<file path="src/rtl/cc_branch_unit.sv">
// Branch resolution unit: condition-code register, IDLE/EVAL/RESP handshake FSM and a taken counter.
// Optional CC_FORWARD_EN: a request accepted while load_cc=1 evaluates against cc_in rather than cc_q.
module cc_branch_unit (
    input  logic        clock,
    input  logic        reset_L,
    input  logic [3:0]  cc_in,
    input  logic        load_cc,
    input  logic        br_valid,
    output logic        br_ready,
    input  logic [2:0]  br_cond,
    input  logic [15:0] br_pc,
    input  logic [15:0] br_offset,
    output logic        resp_valid,
    input  logic        resp_ready,
    output logic        resp_taken,
    output logic [15:0] resp_target,
    output logic [3:0]  cc_q,
    output logic [7:0]  taken_count
);

    typedef enum logic [1:0] {IDLE, EVAL, RESP} state_t;

    state_t      state, state_nx;
    logic        accept, release_resp;
    logic [2:0]  cond_q;
    logic [15:0] pc_q, off_q;
    logic [3:0]  snap_q, snap_d;
    logic        taken;

    always_ff @(posedge clock) begin
        if (!reset_L) state <= IDLE;
        else          state <= state_nx;
    end

    always_comb begin
        state_nx = state;
        case (state)
            IDLE:    if (br_valid)   state_nx = EVAL;
            EVAL:                    state_nx = RESP;
            RESP:    if (resp_ready) state_nx = IDLE;
            default:                 state_nx = IDLE;
        endcase
    end

    always_comb begin
        br_ready     = (state == IDLE);
        resp_valid   = (state == RESP);
        accept       = br_ready && br_valid;
        release_resp = resp_valid && resp_ready;
    end

`ifdef CC_FORWARD_EN
    assign snap_d = load_cc ? cc_in : cc_q;
`else
    assign snap_d = cc_q;
`endif

    // Snapshot bit order is {Z,C,N,V}.
    always_comb begin
        taken = 1'b0;
        case (cond_q)
            3'b000: taken = 1'b1;
            3'b001: taken = snap_q[3];
            3'b010: taken = !snap_q[3];
            3'b011: taken = snap_q[2];
            3'b100: taken = snap_q[1];
            3'b101: taken = snap_q[0];
            3'b110: taken = snap_q[1] ^ snap_q[0];
            3'b111: taken = !(snap_q[1] ^ snap_q[0]);
            default: taken = 1'b0;
        endcase
    end

    always_ff @(posedge clock) begin
        if (!reset_L) begin
            cc_q        <= 4'b0000;
            taken_count <= 8'h00;
            cond_q      <= 3'b000;
            pc_q        <= 16'h0000;
            off_q       <= 16'h0000;
            snap_q      <= 4'b0000;
            resp_taken  <= 1'b0;
            resp_target <= 16'h0000;
        end else begin
            if (load_cc) cc_q <= cc_in;
            if (accept) begin
                cond_q <= br_cond;
                pc_q   <= br_pc;
                off_q  <= br_offset;
                snap_q <= snap_d;
            end
            if (state == EVAL) begin
                resp_taken  <= taken;
                resp_target <= taken ? (pc_q + off_q) : (pc_q + 16'd2);
            end
            if (release_resp && resp_taken && taken_count != 8'hFF)
                taken_count <= taken_count + 8'd1;
        end
    end

endmodule

</file>
<file path="config.mk">
export PLATFORM = sky130hd
export DESIGN_NAME = cc_branch_unit
export DESIGN_NICKNAME = d
export VERILOG_FILES = /design/src/rtl/cc_branch_unit.sv
export SDC_FILE = /design/constraint.sdc
export NUM_CORES = 1
export LEC_CHECK = 0
export BUFFER_PORTS_ARGS = -buffer_cell sky130_fd_sc_hd__buf_2
export CAP_MARGIN = 25
export CELL_PAD_IN_SITES_DETAIL_PLACEMENT = 1
export CELL_PAD_IN_SITES_GLOBAL_PLACEMENT = 2
export CORE_UTILIZATION = 30
export CTS_BUF_LIST = sky130_fd_sc_hd__clkbuf_4
export DETAILED_ROUTE_END_ITERATION = 8
export HOLD_SLACK_MARGIN = 0.12
export PLACE_DENSITY_LB_ADDON = 0.1
export SLEW_MARGIN = 25
export SYNTH_ARGS = -nofsm -noshare
export SYNTH_HDL_FRONTEND = slang
export SYNTH_SLANG_ARGS = --single-unit
export TNS_END_PERCENT = 10
</file>
<file path="constraint.sdc">
create_clock -name clock -period 1.9 [get_ports clock]
set_input_delay 0.38 -clock clock [delete_from_list [all_inputs] [get_ports clock]]
set_output_delay 0.38 -clock clock [all_outputs]
set_load 0.05 [all_outputs]
</file>
==> results of run 1 <==
## layer usage
layer  track usage [%]  part of all wire, %  up-vias
met5                 0                    0        -
met4             8.658                  1.9        0
met3             3.229                  2.8       12
met2             31.27                   46       55
met1             25.73                   49     1788
li1                  -                    -     1930
## sequential cells by signal, summed over array words and instances (netlist names)
name,flops
pc_q,16
taken_count,8
resp_taken,1
snap_q,4
cond_q,3
resp_target,16
off_q,16
cc_q,4
state,2
## layout by cell type, fill, tap and decap left out, types with 4 or more instances in the layout
master         count
ha_1              13
a21oi_1           62
dlygate4sd3_1      6
nand2_1          103
dfxtp_2            8
inv_1              9
mux2i_1            4
nor3_1             5
nor2_2             4
nand2b_1           4
ha_4               4
a21o_1             7
dfxtp_1           61
xnor2_1           17
o21ai_0           11
buf_2             74
clkbuf_4          11
nand3_1           17
nand4_1            9
xor2_1            10
nor2_1            26
buf_4             58
o211ai_1           4
## Yosys cell counts (2+ instances only)
cell,n
nand2_1,104
dfxtp_1,70
a21oi_1,66
nor2_1,29
clkbuf_1,19
ha_1,17
nand3_1,17
xnor2_1,17
o21ai_0,15
xor2_1,10
inv_1,9
nand4_1,9
a21o_1,7
nor3_1,6
a211oi_1,5
a311oi_1,4
mux2i_1,4
nand2b_1,4
o211ai_1,4
o31ai_1,4
a31oi_1,3
a32o_1,3
and2_1,3
nor2b_1,3
o21a_1,3
o31a_1,3
a311o_2,2
and3_1,2
and4_1,2
buf_1,2
clkbuf_8,2
nor4_1,2
or3_1,2
or4_1,2
## final timing paths
check	from	to	slack, ns	cells past startpoint
setup / recovery	pc_q[0]	resp_target[10]	-0.10	8
hold / removal	br_offset[1]	off_q[1]	0.15	3
setup reg to reg	pc_q[0]	resp_target[10]	-0.10	8
hold reg to reg	resp_target[3]	resp_target[3]	0.47	2
## cell type report
type	instances	area, sq um	area share [%]
Clock buffer	11	82.58	1.635
Clock inverter	5	50.05	0.9908
Inverter	10	37.54	0.7431
Multi-Input combinational cell	370	2367	46.87
Sequential cell	70	1415	28.02
Tap cell	168	210.2	4.162
Timing Repair Buffer	140	888.4	17.59
## logic make-up after synthesis
family          count (synthesis)  share of synthesized area (%)
compound gates                130                          22.41
buf+inv                        35                          4.298
simple gates                  190                          22.38
mux                             4                          1.058
xor+xnor                       28                          6.678
flops                          70                          37.02
fa+ha+maj                      18                          6.149
## power groups by stage
stage / clock network [mW] / registers (mW) / logic, mW
after floorplan: 0 / 1.74 / 0.420
after global placement: 0 / 1.64 / 0.836
after detailed placement: 0 / 1.65 / 0.849
after CTS: 1.02 / 1.62 / 0.877
after global routing: 1.08 / 1.63 / 0.972
final: 0.985 / 1.62 / 0.881
## worst register-to-register path: stages, from the launching register on
cell     delay (ns)
dfxtp_2        0.35
ha_4           0.16
fa_2           0.37
a21oi_4        0.17
o21ai_4        0.09
and3_4         0.19
o31a_1         0.24
nor3_1         0.17
o221a_1        0.20
## repair_timing
item | in CTS | in global routing
hold buffers | 6 | 0
resized for setup | 26 | 15
pin swaps | 9 | 1
setup endpoints to repair | 13 | 15
hold endpoints to repair | 6 | 0
setup buffers | 1 | 0
==> metrics.txt, run 1 <==
CP max stage cell=fa_2; hold crit path type=input port to register; Die ar.=0.01307 sq mm; Antenna Diode Count=0; Seq pwr share=46.5%; Startpoint Class=register; FFs w/ async S/R, synth=0%; combinational power share=25.3%; number of fill cells in the layout=1518; gp weighted congestion=0.7939; minimum clock period after layout=2.001 ns; Main synth FF type=dfxtp_1; Crit path max-delay family=compound AO/OA/AOI/OAI gates; largest area contributor in the netlist=dfxtp_1; Psw=1.160 mW; die width=114.3 um; cells after synthesis=475; fin util=41.53%; Max clock buf depth=2; Worst EP arrival=2.40 ns; Net count, final=663; Synth top area share=37.02%; Power Density=690.3 mW/mm^2; final clock skew=0.01566 ns; design area=0.005051 sq mm; Port Buf Inserts=74; Netlist Area Pre-Place=0.003785 sq mm; Detailed Route Iter0 Violations=135; CTS Buf Count=9; Power, Total=3.487 mW; routed wire length=12.01 mm; final hold viol count=0; critical path type=register to register; Wirelength per Cell=15.52 um; grt total ovfl=0; Max H-tree Level=3; final slew viol count=0; Sw Share=33.28%; Cell Count, Final, Fillers Out=774; antenna viol nets, final=0; residual DRC count=0; share of layout cells above drive strength 1=31.35%; row count=40; crit-path max FO=4; final setup fails=7; internal power=2.326 mW; placed cell area=0.004688 sq mm; DR vias=3785; Setup WS pre-CTS=-0.4500 ns; vias per cell=4.890; largest net degree at the start of global routing=56; CTS tree=yes; Synthesis Warnings=0; Clock Latency Late Sink=0.46 ns; library cells used by synthesis=55; status=complete, but fails checks; CTS root buf=clkbuf_4; RSZ-0062 raised after global routing=yes; maxcap violations=0; cell total after placement=751; number of synthesized flops with an enable pin=0; FMAX=499.6 MHz; period utilisation layout=105.3%; sequential element share of the synthesized area=37.02%; CP max stage delay=0.36 ns; Core ar.=0.01216 sq mm; worst-path cell chain=ha_4 > fa_2 > a21oi_4 > o21ai_4 > and3_4 > o31a_1 > nor3_1 > o221a_1; leading post-synthesis cells by cell area=dfxtp_1 (37%), nand2_1 (10%), a21oi_1 (8.7%), ha_1 (5.6%), xnor2_1 (3.9%); starting density of the core=31.12%; CTS Sinks=70; failing checks=setup timing; hold_ws=0.1451 ns; global-route wire length before repair=19.31 mm; TritonRoute pass-1 iters=4; DP HPWL=9.269 mm; Mean Syn Cell Area=7.968 sq um; vias in the first global route=3831; Global Route Usage Sum=19.50%; Worst-Margin Slew=0.5976 ns; post-route setup TNS=-0.4656 ns; Clock Power Share=28.3%; Die Height=114.3 um; post-synth net total=537; Leakage Power=2.178 nW; setup ws final=-0.1014 ns; I/O pin count=75; Worst EP required=2.30 ns; #FFs+latches synth=70; peak supply drop=0.0003155 V; Worst Path Buf+Inv=0; initial antenna violation count=0; clk slew on worst S/H paths=0.12 ns; max_slew headroom=60.16%; crit end category=register; Area growth syn-to-layout=33.45%
Note: power is estimated with default switching activity, not from simulation.
==> inputs of run 2 (changes only) <==
Settings changed: RECOVER_POWER from default to 100.
==> run 2 against run 1 <==
Net effect:
- the flow still finishes with violations (setup timing)
- die area unchanged
- fmax is essentially flat
- non-clock buffer count unchanged
- power down 0.37%
- first-iteration DRC count shrank 9.6%
- setup slack got worse by 0.00082 ns
- highest routed layer unchanged
- count of clock-buffer cells in the layout did not move
- utilization fell by 0.34 points
- via count increased by 0.16%
==> metrics.txt, run 2 (same netlist as run 1, synthesis figures left out) <==
max_slew headroom=23.00% (was 60.16%); Antenna Diode Count=0 (unchanged); CP max stage delay=0.36 ns (about the same); clk slew on worst S/H paths=0.12 ns (about the same); cell total after placement=751 (unchanged); critical path type=register to register (unchanged); RSZ-0062 raised after global routing=yes (unchanged); DP HPWL=9.269 mm (unchanged); antenna viol nets, final=0 (unchanged); Cell Count, Final, Fillers Out=774 (unchanged); most frequent cells in the layout=nand2_1 (103), a21oi_1 (62), dfxtp_1 (61) (was nand2_1 (103), buf_2 (74), a21oi_1 (62)); crit-path max FO=4 (unchanged); starting density of the core=31.12% (unchanged); initial antenna violation count=0 (unchanged); CTS Sinks=70 (unchanged); Power Density=693.4 mW/mm^2 (was 690.3 mW/mm^2); Wirelength per Cell=15.54 um (was 15.52 um); Top Registers=off_q: 16 flops, pc_q: 16 flops, resp_target: 16 flops (unchanged); vias per cell=4.898 (was 4.890); Core ar.=0.01216 sq mm (unchanged); Detailed Route Iter0 Violations=122 (was 135); I/O pin count=75 (unchanged); Die ar.=0.01307 sq mm (unchanged); sequential cell area=0.001415 sq mm (unchanged); final hold viol count=0 (unchanged); number of fill cells in the layout=1525 (was 1518); hold crit path type=input port to register (unchanged); period utilisation layout=105.4% (was 105.3%); Setup WS pre-CTS=-0.4500 ns (unchanged); placed cell area=0.004688 sq mm (unchanged); CTS tree=yes (unchanged); FMAX=499.4 MHz (was 499.6 MHz); gp weighted congestion=0.7939 (unchanged); post-route setup TNS=-0.4760 ns (was -0.4656 ns); worst-path cell chain=ha_4 > fa_2 > a21oi_4 > o21ai_4 > and3_4 > o31a_1 > nor3_1 > o221a_1 (unchanged); Clock Latency Late Sink=0.46 ns (about the same); Port Buf Inserts=74 (unchanged); DR vias=3791 (was 3785); die width=114.3 um (unchanged); grt total ovfl=0 (unchanged); residual DRC count=0 (unchanged); Net count, final=663 (unchanged); Die Height=114.3 um (unchanged); Worst EP arrival=2.40 ns (about the same); CP max stage cell=fa_2 (unchanged); final clock skew=0.01649 ns (was 0.01566 ns); Power, Total=3.474 mW (was 3.487 mW); setup ws final=-0.1022 ns (was -0.1014 ns); share of layout cells above drive strength 1=27.06% (was 31.35%); minimum clock period after layout=2.002 ns (was 2.001 ns); Worst-Margin Slew=1.155 ns (was 0.5976 ns); routed wire length=12.03 mm (was 12.01 mm); crit end category=register (unchanged); vias in the first global route=3831 (unchanged); Global Route Usage Sum=19.50% (unchanged); peak supply drop=0.0003159 V (was 0.0003155 V); failing checks=setup timing (unchanged); global-route wire length before repair=19.31 mm (unchanged); Max H-tree Level=3 (unchanged); Startpoint Class=register (unchanged); largest net degree at the start of global routing=56 (unchanged); design area=0.005010 sq mm (was 0.005051 sq mm); final setup fails=7 (unchanged); Area growth syn-to-layout=32.36% (was 33.45%); commonest non-fill, non-tap cell in the layout=nand2_1 (unchanged); TritonRoute pass-1 iters=4 (unchanged); CTS Buf Count=9 (unchanged); Max clock buf depth=2 (unchanged); status=complete, but fails checks (unchanged); maxcap violations=0 (unchanged); Leakage Power=2.066 nW (was 2.178 nW); CTS root buf=clkbuf_4 (unchanged); Worst EP required=2.30 ns (about the same); row count=40 (unchanged); area occupied by multi-input gates=0.002365 sq mm (was 0.002367 sq mm); final slew viol count=0 (unchanged)
-- run 2: report_power, final --
part | internal [mW] | switching (mW) | total [mW]
Combinational | 0.345 | 0.526 | 0.871
Sequential | 1.55 | 0.0696 | 1.62
Clock | 0.420 | 0.562 | 0.982
-- run 2: per-layer routing --
metal	vias to the layer above	share of wire, %	wire (um)	track usage (%)
met5	-	0	0	0
met4	0	1.9	232	8.658
met3	12	2.8	342	3.229
met2	53	46	5587	31.27
met1	1793	49	5867	25.73
li1	1933	-	-	-
-- run 2: path summary, 6_finish.rpt --
kind                        from         endpoint  slack, ns  cells after the start
setup / recovery         pc_q[0]  resp_target[10]      -0.10                      8
hold / removal      br_offset[1]         off_q[1]       0.15                      3
setup reg to reg         pc_q[0]  resp_target[10]      -0.10                      8
hold reg to reg   resp_target[3]   resp_target[3]       0.47                      2
-- run 2: cell type report --
cell class,count,share of cell area (%)
Timing Repair Buffer,140,16.96
Inverter,10,0.7493
Sequential cell,70,28.25
Tap cell,168,4.196
Multi-Input combinational cell,370,47.20
Clock inverter,5,0.9990
Clock buffer,11,1.648
-- run 2: what timing repair did --
item	in CTS	in global routing
endpoints found under the setup margin	13	15
hold buffers	6	0
endpoints found under the hold margin	6	0
resized for setup	26	15
pin swaps	9	1
buffers inserted	1	0
-- run 2: worst max-delay path: cells and delay by family (launching register included) --
kind | cells | cell delay, ns
and+or+nand+nor | 2 | 0.36
AOI/OAI and AO/OA | 4 | 0.70
DFF | 1 | 0.35
adders and majority gates | 2 | 0.52
-- run 2: stage by stage --
step	util (%)	hold WS [ns]
after global routing	41.19	0.1272
after CTS	40.94	0.1214
after floorplan	-	0.4363
after detailed placement	38.55	0.4526
after global placement	38.55	0.4473
final	41.19	0.1467
